==> config.mk <==
export PLATFORM = sky130hd
export DESIGN_NAME = punc_debug_dumper
export DESIGN_NICKNAME = d
export VERILOG_FILES = /design/src/rtl/punc_debug_dumper.sv
export SDC_FILE = /design/constraint.sdc
export NUM_CORES = 1
export LEC_CHECK = 0
export ABC_AREA = 1
export CORE_ASPECT_RATIO = 1.4
export CORE_MARGIN = 4
export CORE_UTILIZATION = 65
export CTS_BUF_LIST = sky130_fd_sc_hd__clkbuf_4
export CTS_CLUSTER_SIZE = 14
export DETAILED_ROUTE_END_ITERATION = 10
export DONT_BUFFER_PORTS = 1
export PLACE_DENSITY_LB_ADDON = 0.25
export SLEW_MARGIN = 10
export SYNTH_ARGS = -nofsm -noshare
export SYNTH_HDL_FRONTEND = slang
export SYNTH_SLANG_ARGS = --single-unit
export TNS_END_PERCENT = 10
==> constraint.sdc <==
create_clock -name clk -period 3 [get_ports clk]
set_input_delay 0.6 -clock clk [delete_from_list [all_inputs] [get_ports clk]]
set_output_delay 0.6 -clock clk [all_outputs]
set_load 0.02 [all_outputs]
==> src/rtl/punc_debug_dumper.sv <==
// punc_debug_dumper: walks PC, R0-R7 and a memory window through the PUnC
// debug ports and streams every captured word out over valid/ready.
module punc_debug_dumper #(
    parameter logic [15:0] MEM_BASE  = 16'h0000,
    parameter int unsigned MEM_WORDS = 16
) (
    input  logic        clk,
    input  logic        rst,
    input  logic        start,
    output logic [2:0]  rf_debug_addr,
    output logic [15:0] mem_debug_addr,
    input  logic [15:0] pc_debug_data,
    input  logic [15:0] rf_debug_data,
    input  logic [15:0] mem_debug_data,
    output logic        out_valid,
    input  logic        out_ready,
    output logic [15:0] out_data,
    output logic [1:0]  out_tag,
    output logic        out_last,
    output logic        busy,
    output logic        done
);

    typedef enum logic [1:0] {
        S_IDLE,
        S_PC,
        S_RF,
        S_MEM
    } state_t;

    localparam logic [1:0]  TAG_PC  = 2'd0;
    localparam logic [1:0]  TAG_RF  = 2'd1;
    localparam logic [1:0]  TAG_MEM = 2'd2;
    localparam logic [16:0] WORDS   = 17'(MEM_WORDS);
    localparam bit          HAS_MEM = (MEM_WORDS != 0);

    state_t      state;
    logic [16:0] mem_cnt;
    logic        rf_end;
    logic        mem_end;

    // Last-item flags for the register and memory walks.
    always_comb begin
        rf_end  = (rf_debug_addr == 3'd7);
        mem_end = (mem_cnt == WORDS - 17'd1);
    end

    // Dump sequencer: each active state alternates SAMPLE (!out_valid)
    // and HOLD (out_valid) until the consumer takes the word.
    always_ff @(posedge clk or negedge rst) begin
        if (!rst) begin
            state          <= S_IDLE;
            mem_cnt        <= 17'd0;
            rf_debug_addr  <= 3'd0;
            mem_debug_addr <= 16'h0000;
            out_valid      <= 1'b0;
            out_data       <= 16'h0000;
            out_tag        <= 2'd0;
            out_last       <= 1'b0;
            busy           <= 1'b0;
            done           <= 1'b0;
        end else begin
            done <= 1'b0;
            unique case (state)
                S_IDLE: begin
                    if (start) begin
                        state          <= S_PC;
                        busy           <= 1'b1;
                        rf_debug_addr  <= 3'd0;
                        mem_debug_addr <= MEM_BASE;
                        mem_cnt        <= 17'd0;
                        out_last       <= 1'b0;
                    end
                end
                S_PC: begin
                    if (!out_valid) begin
                        out_data  <= pc_debug_data;
                        out_tag   <= TAG_PC;
                        out_last  <= 1'b0;
                        out_valid <= 1'b1;
                    end else if (out_ready) begin
                        out_valid     <= 1'b0;
                        state         <= S_RF;
                        rf_debug_addr <= 3'd0;
                    end
                end
                S_RF: begin
                    if (!out_valid) begin
                        out_data  <= rf_debug_data;
                        out_tag   <= TAG_RF;
                        out_last  <= rf_end && !HAS_MEM;
                        out_valid <= 1'b1;
                    end else if (out_ready) begin
                        out_valid <= 1'b0;
                        if (!rf_end) begin
                            rf_debug_addr <= rf_debug_addr + 3'd1;
                        end else if (HAS_MEM) begin
                            state <= S_MEM;
                        end else begin
                            state    <= S_IDLE;
                            busy     <= 1'b0;
                            done     <= 1'b1;
                            out_last <= 1'b0;
                        end
                    end
                end
                S_MEM: begin
                    if (!out_valid) begin
                        out_data  <= mem_debug_data;
                        out_tag   <= TAG_MEM;
                        out_last  <= mem_end;
                        out_valid <= 1'b1;
                    end else if (out_ready) begin
                        out_valid <= 1'b0;
                        if (!mem_end) begin
                            mem_debug_addr <= mem_debug_addr + 16'd1;
                            mem_cnt        <= mem_cnt + 17'd1;
                        end else begin
                            state    <= S_IDLE;
                            busy     <= 1'b0;
                            done     <= 1'b1;
                            out_last <= 1'b0;
                        end
                    end
                end
                default: begin
                    state <= S_IDLE;
                end
            endcase
        end
    end

    // A presented word stays put until the consumer accepts it.
    property p_hold;
        @(posedge clk) disable iff (!rst)
            (out_valid && !out_ready) |=>
                (out_valid && $stable(out_data) &&
                 $stable(out_tag) && $stable(out_last));
    endproperty
    a_hold: assert property (p_hold);

    // Output activity only while a dump is in progress.
    property p_busy;
        @(posedge clk) disable iff (!rst)
            out_valid |-> busy;
    endproperty
    a_busy: assert property (p_busy);

endmodule

==> results_dict.tcl, run 1 <==
set metrics [dict create \
    seq_power_share_pct 43.8 \
    critPathArrivalTime_ns 2.50 \
    globalplace.congestion 0.889 \
    ir_worst_vdd_mv 0.790 \
    path_max_fanout 32 \
    wl_per_cell_um 14.7 \
    fmax_mhz 438 \
    start_util_pct 68.2 \
    report.final.slew_viol_count 0 \
    first_iter_violations 171 \
    drcViolationCount 0 \
    outcome "completed" \
    power.share.clock_pct 22.0 \
    ys_ff_latch 60 \
    clk-insertion-delay-late_ns 0.40 \
    pre_cts_ws_ns 0.738 \
    rows 31 \
    p_int_w 0.00162 \
    grt_max_degree 61 \
    drt-total-wl_um 8310 \
    finalSetupViolCount 0 \
    switching_share_pct 44.5 \
    rr_startpoint "state[1]" \
    drive_gt1_share_pct 7.23 \
    numCtsBuffers 9 \
    leakage_nw 1.98 \
    final_common_cell "nand2_1" \
    fin_crit_ns 2.28 \
    nNetsFinal 554 \
    synth_area_leaders "dfrtp_1, nand2_1, nor2_1, nand3_1, xor2_1" \
    vias 3218 \
    grt_pass1_vias 3194 \
    io_buffers 0 \
    yosysWarnings 0 \
    powerDensity_mw_per_mm2 772 \
    cp-end-kind "register" \
    syn_to_final_growth_pct 4.90 \
    syn-cell-area_mm2 0.00360 \
    skew_ns 0.0129 \
    hold_slack_ns 0.0335 \
    synth_top_cell_by_area "dfrtp_1" \
    setup_slack_ns 0.715 \
    hold_viol 0 \
    rsz0062_at_grt "no" \
    power_switching_w 0.00130 \
    fin_tns_setup_ns 0 \
    worst-setup-path-type "reg -> reg" \
    final_cell_mix "nand2_1, dfrtp_1, nor2_1, inv_1, nand3_1" \
    cts_max_path_buffers 2 \
    track_usage_pct 25.8 \
    overflow 0 \
    hold_path.class "in -> async" \
    relSlewSlack_pct 26.3 \
    cts_root_buf "clkbuf_4" \
    combPwrFrac_pct 34.2 \
    fp.dieH_um 96.0 \
    synth_top_area_share_pct 41.7 \
    cts_resized 0 \
    worstMarginPinSlew_ns 1.10 \
    start_kind "register" \
    seq_area_frac_synth_pct 41.7 \
    grt_first_pass_wirelength_um 14000 \
    die_area_mm2 0.00680 \
    max_cap_viol_count 0 \
    synth_nets 559 \
    die_w_um 70.9 \
    yosysUniqueCellTypes 26 \
    dp_hpwl_um 6010 \
    cp-startpoint "state[1]" \
    cts_setup_buffers 0 \
    synth_area_per_cell_um2 7.22 \
    synth_cells 498 \
    finalCritPeriodShare_pct 76.2 \
    clkTransAtPathRegs_ns 0.11 \
    cp.required_ns 3.21 \
    antenna_cells 0 \
    htree_num_levels 3 \
    viasPerCell 5.71 \
    postRouteAntennaNets 0 \
    design.core.area_mm2 0.00528 \
    ios 93 \
    cts_tree "built" \
    antenna_found_initial 0 \
    numClockSinks 60 \
    first_pass_iters 4 \
    ctsHoldBuffers 1 \
]
-- registers in the layout, summed over array words and instances (netlist names) --
signal          cells
rf_debug_addr       3
state               2
done                1
out_valid           1
out_tag             2
busy                1
mem_cnt            17
out_data           16
out_last            1
mem_debug_addr     16
-- power by group through the flow --
stage	Sequential, W	Clock, W	Combinational [W]
after detailed placement	0.00129	0	0.000983
after floorplan	0.00123	0	0.000857
after CTS	0.00128	0.000645	0.00100
final	0.00128	0.000640	0.000997
after global placement	0.00129	0	0.000929
after global routing	0.00130	0.000681	0.00114
-- cell type report --
| type | count | area (um2) |
|---|---|---|
| Clock buffer | 10 | 75.1 |
| Multi-Input combinational cell | 373 | 1820 |
| Sequential cell | 60 | 1500 |
| Clock inverter | 6 | 78.8 |
| Fill cell | 459 | 1500 |
| Inverter | 45 | 169 |
| Tap cell | 66 | 82.6 |
| Timing Repair Buffer | 4 | 50.0 |
-- kinds of logic (layout without fill, tap and decap cells) --
kind of cell               Yosys count  count (layout)  share of synthesized area (%)
and+or+nand+nor                    308             308                           35.3
AOI/OAI and AO/OA                   35              35                           6.85
adders and majority gates            9               9                           3.13
xor gates and xnor gates            21              21                           5.11
buffers and inverters               65              65                           7.83
DFF                                 60              60                           41.7
-- per-layer routing --
layer,GRT usage (%),part of all wire [%],vias to the layer above
li1,-,-,1567
met1,29.4,40,1503
met2,44.7,51,123
met3,5.54,6.4,25
met4,14.7,2.9,0
met5,0,0,-
-- synthesized netlist by cell type, drive strengths merged --
library cell,n
dfrtp,60
inv,45
buf,14
xnor2,3
a41oi,16
nand4,9
ha,9
a21oi,4
xor2,18
nand2,193
nor3,6
clkbuf,6
nor2,64
nand3,36
o21ai,15
-- critical path: stages (launching register included) --
cell and delay (ns):
dfrtp_1 0.40, ha_1 0.41, nor3_1 0.16, nor2_2 0.85, a41oi_1 0.27
-- final timing paths --
path	endpoint	slack, ns	depth (start not counted)
hold reg to reg	mem_cnt[16]	0.52	2
max in group asynchronous	mem_debug_addr[0]	2.68	1
min in group clk	out_data[14]	0.37	2
setup reg to reg	out_data[9]	0.72	4
hold / removal	mem_cnt[11]	0.03	1
setup / recovery	out_data[9]	0.72	4
-- through the flow --
step / cell area [um2] / instances / util (%) / power (W)
finish: 3770 / 564 / 71.5 / 0.00291
global route: 3770 / 564 / 71.5 / 0.00312
CTS: 3770 / 564 / 71.5 / 0.00293
floorplan: 3600 / 498 / - / 0.00209
detailed placement: 3590 / 547 / 68.1 / 0.00227
global placement: 3590 / 547 / 68.1 / 0.00222
(Power assumes the default switching activity.)
==> run 2: changes to the inputs <==
Clock period 3 ns to 2.2 ns, I/O delays scaled along.
==> run 2 against run 1 <==
Against the previous run: non-clock buffer count is 6 higher; maximum frequency is 19% higher; clock power is 15% higher; utilization is 0.78 points higher; largest cell class unchanged; highest routed layer unchanged.
==> results_dict.tcl, run 2 (synthesis results as in run 1) <==
set metrics [dict create \
    outcome "completed" \
    drcViolationCount 0 \
    cts_root_buf "clkbuf_4" \
    die_area_mm2 0.00680 \
    first_pass_iters 5 \
    rows 31 \
    start_kind "register" \
    worstMarginPinSlew_ns 0.629 \
    largest_reg_flops 17 \
    overflow 0 \
    cp.required_ns 2.47 \
    design.core.area_mm2 0.00528 \
    grt_first_pass_wirelength_um 13600 \
    power.share.clock_pct 18.8 \
    reg_top3 "mem_cnt x17, mem_debug_addr x16, out_data x16" \
    start_util_pct 68.2 \
    final_common_cell "nand2_1" \
    hold_depth 2 \
    clk-insertion-delay-late_ns 0.39 \
    switching_share_pct 45.2 \
    cts_setup_buffers 0 \
    power_switching_w 0.00178 \
    hold_viol 0 \
    io_buffers 0 \
    fp.dieH_um 96.0 \
    r2r_cells 9 \
    postRouteAntennaNets 0 \
    relSlewSlack_pct 57.9 \
    drive_gt1_share_pct 8.33 \
    path_max_fanout 23 \
    max_cap_viol_count 0 \
    p_int_w 0.00215 \
    powerDensity_mw_per_mm2 1030 \
    finalSetupViolCount 0 \
    antenna_cells 0 \
    finalCritPeriodShare_pct 87.0 \
    top_register "mem_cnt" \
    skew_ns 0.00908 \
    drt-total-wl_um 8130 \
    final_cell_mix "nand2_1, dfrtp_1, nor2_1, inv_1, nand3_1" \
    hold_end "done" \
    r2r-end "state[0]" \
    ir_worst_vdd_mv 0.806 \
    clkTransAtPathRegs_ns 0.09 \
    critPathArrivalTime_ns 2.19 \
    grt_pass1_vias 3155 \
    dp_hpwl_um 5920 \
    numClockSinks 60 \
    report.final.slew_viol_count 0 \
    cts_tree "built" \
    multi_input_area_mm2 0.00182 \
    cts_max_path_buffers 2 \
    rr_startpoint "state[0]" \
    fin_tns_setup_ns 0 \
    htree_num_levels 3 \
    grt_max_degree 61 \
    seq_power_share_pct 43.8 \
    hold_path.startpoint "out_ready" \
    die_w_um 70.9 \
    nNetsFinal 560 \
    postLayoutCellArea_mm2 0.00381 \
    worst-setup-path-type "reg -> reg" \
    wl_per_cell_um 14.3 \
    globalplace.congestion 0.925 \
    vias 3189 \
    numCtsBuffers 9 \
    syn_to_final_growth_pct 6.05 \
    leakage_nw 2.01 \
    antenna_found_initial 0 \
    fin_crit_ns 1.91 \
    r2r_setup_slack_ns 0.29 \
    combPwrFrac_pct 37.4 \
    viasPerCell 5.59 \
    first_iter_violations 210 \
    place_area_mm2 0.00364 \
    hold_path.class "in -> reg" \
    register_area_mm2 0.00150 \
    cp-end-kind "register" \
    track_usage_pct 24.9 \
    fmax_mhz 522 \
    ios 93 \
    rsz0062_at_grt "no" \
    n_fill_cell 450 \
]
## run 2: changes by cell type in the layout (fill, tap and decap cells not counted)
cell,change
buf_12,+1
buf_4,+4
bufinv_16,-1
clkinv_1,-1
clkinv_2,+2
dlygate4sd3_1,+1
nor2_2,-1
nor2_4,+1
## run 2: critical path, cell delays in order, from the launching register on
cell and delay (ns):
dfrtp_1 0.41, inv_1 0.10, ha_1 0.23, buf_4 0.22, o21ai_0 0.21, nand2_1 0.10
nor3_1 0.26, nand2_1 0.14, nand2_1 0.07, o21ai_1 0.06
## run 2: worst max path at each step
| stage | startpoint | end | slack, ns | depth (start not counted) |
|---|---|---|---|---|
| after global placement | state[0] | out_data[7] | 0.25 | 5 |
| after detailed placement | state[0] | out_data[5] | 0.11 | 5 |
| final | state[0] | state[0] | 0.29 | 9 |
| after floorplan | state[0] | mem_cnt[10] | 0.63 | 12 |
| after CTS | state[0] | out_data[5] | 0.11 | 5 |
| after global routing | state[0] | state[0] | 0.10 | 9 |
## run 2: cell type report
type                            instances  area share (%)
Multi-Input combinational cell        373            47.8
Sequential cell                        60            39.4
Inverter                               45            4.43
Timing Repair Buffer                   10            2.89
Tap cell                               66            2.16
Clock buffer                           10            1.97
Clock inverter                          6            1.44
## run 2: per-stage QoR
stage	setup WS (ns)	total power, W	std cells	util (%)	hold WS [ns]
floorplan	0.632	0.00285	498	-	0.144
global placement	0.254	0.00310	552	69.0	0.146
detailed placement	0.107	0.00317	552	69.0	0.146
CTS	0.112	0.00394	570	72.2	0.212
global route	0.101	0.00422	570	72.3	0.214
finish	0.285	0.00393	570	72.3	0.232
## run 2: repair_timing
action | CTS | global route
gates resized for setup | 0 | 1
hold buffers | 2 | 0
endpoints found under the hold margin | 60 | 0
endpoints found under the setup margin | 0 | 15
## run 2: layer usage
metal | track usage [%] | part of all wire (%)
met5 | 0 | 0
met3 | 5.75 | 7.8
met2 | 45.3 | 52
met4 | 10.3 | 1.3
met1 | 27.9 | 39
## run 2: power groups by stage
stage          Clock (W)  Combinational, W  Sequential, W
5_1_grt         0.000809           0.00166        0.00176
6_report        0.000739           0.00147        0.00172
2_1_floorplan          0           0.00117        0.00168
4_1_cts         0.000756           0.00146        0.00172
3_3_place_gp           0           0.00137        0.00174
3_5_place_dp           0           0.00143        0.00174
==> run 3: changes to the inputs <==
Settings changed: ABC_CLOCK_PERIOD_IN_PS set to 2200, GPL_ROUTABILITY_DRIVEN set to 0.
==> run 3 against run 2 <==
Against the previous run: register-to-register slack worse by 0.03 ns; sequential power about the same; maximum frequency down 1.7%; cell count down 0.18%; design area up 0.43%; largest cell class unchanged.
==> results_dict.tcl, run 3 (synthesis results as in run 1) <==
set metrics [dict create \
    leakage_nw 2.02 \
    place_area_mm2 0.00363 \
    ir_worst_vdd_mv 0.860 \
    vias 3205 \
    powerDensity_mw_per_mm2 1070 \
    worst-setup-path-type "reg -> reg" \
    largest_reg_flops 17 \
    n_fill_cell 434 \
    htree_num_levels 3 \
    hold_path.class "in -> reg" \
    finalCritPeriodShare_pct 88.6 \
    clkTransAtPathRegs_ns 0.10 \
    rows 31 \
    cts_tree "built" \
    hold_slack_ns 0.192 \
    grt_first_pass_wirelength_um 13700 \
    top_register "mem_cnt" \
    worstMarginPinSlew_ns 0.618 \
    hold_viol 0 \
    design.core.area_mm2 0.00528 \
    report.final.slew_viol_count 0 \
    antenna_found_initial 0 \
    start_util_pct 68.2 \
    drt-total-wl_um 8250 \
    first_iter_violations 271 \
    outcome "completed" \
    fin_tns_setup_ns 0 \
    cp-end-kind "register" \
    grt_max_degree 61 \
    dp_hpwl_um 5810 \
    cts_max_path_buffers 2 \
    antenna_cells 0 \
    cts_root_buf "clkbuf_4" \
    path_max_fanout 18 \
    first_pass_iters 5 \
    numCtsBuffers 9 \
    critPathArrivalTime_ns 2.25 \
    ios 93 \
    skew_ns 0.0136 \
    grt_pass1_vias 3002 \
    drive_gt1_share_pct 8.35 \
    overflow 0 \
    io_buffers 0 \
    clk-insertion-delay-late_ns 0.42 \
    relSlewSlack_pct 58.7 \
    fp.dieH_um 96.0 \
    finish.utilization_pct 72.6 \
    viasPerCell 5.63 \
    fmax_mhz 513 \
    final_common_cell "nand2_1" \
    rsz0062_at_grt "no" \
    nNetsFinal 559 \
    finalSetupViolCount 0 \
    final_cells 569 \
    syn_to_final_growth_pct 6.50 \
    start_kind "register" \
    postLayoutCellArea_mm2 0.00383 \
    reg_top3 "mem_cnt x17, mem_debug_addr x16, out_data x16" \
    cp.required_ns 2.50 \
    track_usage_pct 25.5 \
    cts_setup_buffers 0 \
    dp.cells 551 \
    fin_crit_ns 1.95 \
    postRouteAntennaNets 0 \
    wl_per_cell_um 14.5 \
    final_cell_mix "nand2_1, dfrtp_1, nor2_1, inv_1, nand3_1" \
    die_area_mm2 0.00680 \
    numClockSinks 60 \
    drcViolationCount 0 \
    max_cap_viol_count 0 \
    die_w_um 70.9 \
]
[run 3: cell count changes in the layout (fill, tap and decap cells not counted), sizes merged]
cell	before	now
clkinvlp	1	0
buf	9	8
bufinv	1	2
[run 3: report_power, final]
| part | switching (W) | internal (W) | leakage (nW) | total (W) |
|---|---|---|---|---|
| Combinational | 0.00100 | 0.000479 | 1.16 | 0.00148 |
| Clock | 0.000407 | 0.000464 | 0.0876 | 0.000871 |
| Sequential | 0.000411 | 0.00132 | 0.772 | 0.00173 |
[run 3: what timing repair did]
item / in CTS / in global routing
hold endpoints to repair: 60 / 0
hold buffers: 2 / 0
gates resized for setup: 0 / 1
endpoints found under the setup margin: 0 / 16
[run 3: worst paths after layout]
check / start / end / slack, ns / cells after the start
min in group asynchronous: rst / mem_cnt[15] / 0.55 / 2
hold / removal: out_ready / done / 0.19 / 2
max in group asynchronous: rst / mem_cnt[5] / 1.39 / 2
hold reg to reg: mem_cnt[16] / mem_cnt[16] / 0.51 / 2
setup / recovery: state[0] / state[0] / 0.25 / 8
setup reg to reg: state[0] / state[0] / 0.25 / 8
[run 3: critical path, stage by stage, from the launching register on]
cell and delay [ns]:
dfrtp_1 0.42, inv_1 0.10, ha_1 0.28, inv_2 0.28, nor2_1 0.08, nor3_1 0.33, nand2_1 0.17, nand2_1 0.10
o21ai_1 0.08
[run 3: area by class of cell]
class / instances / area [um2] / share of cell area [%]
Clock buffer: 10 / 75.1 / 1.96
Clock inverter: 6 / 78.8 / 2.06
Inverter: 45 / 169 / 4.41
Multi-Input combinational cell: 373 / 1820 / 47.6
Sequential cell: 60 / 1500 / 39.2
Tap cell: 66 / 82.6 / 2.16
Timing Repair Buffer: 9 / 103 / 2.68
[run 3: through the flow]
step	power, W	worst slack [ns]
6_report	0.00408	0.252
5_1_grt	0.00437	0.0786
4_1_cts	0.00407	0.0103
3_5_place_dp	0.00317	0.00345
3_3_place_gp	0.00309	0.179
2_1_floorplan	0.00285	0.632
[run 3: per-layer routing]
| metal | part of all wire [%] | GRT usage, % | up-vias |
|---|---|---|---|
| met4 | 2.3 | 11.6 | 0 |
| met5 | 0 | 0 | - |
| met1 | 40 | 30.6 | 1493 |
| met2 | 51 | 43.3 | 116 |
| li1 | - | - | 1580 |
| met3 | 7.4 | 6.17 | 16 |
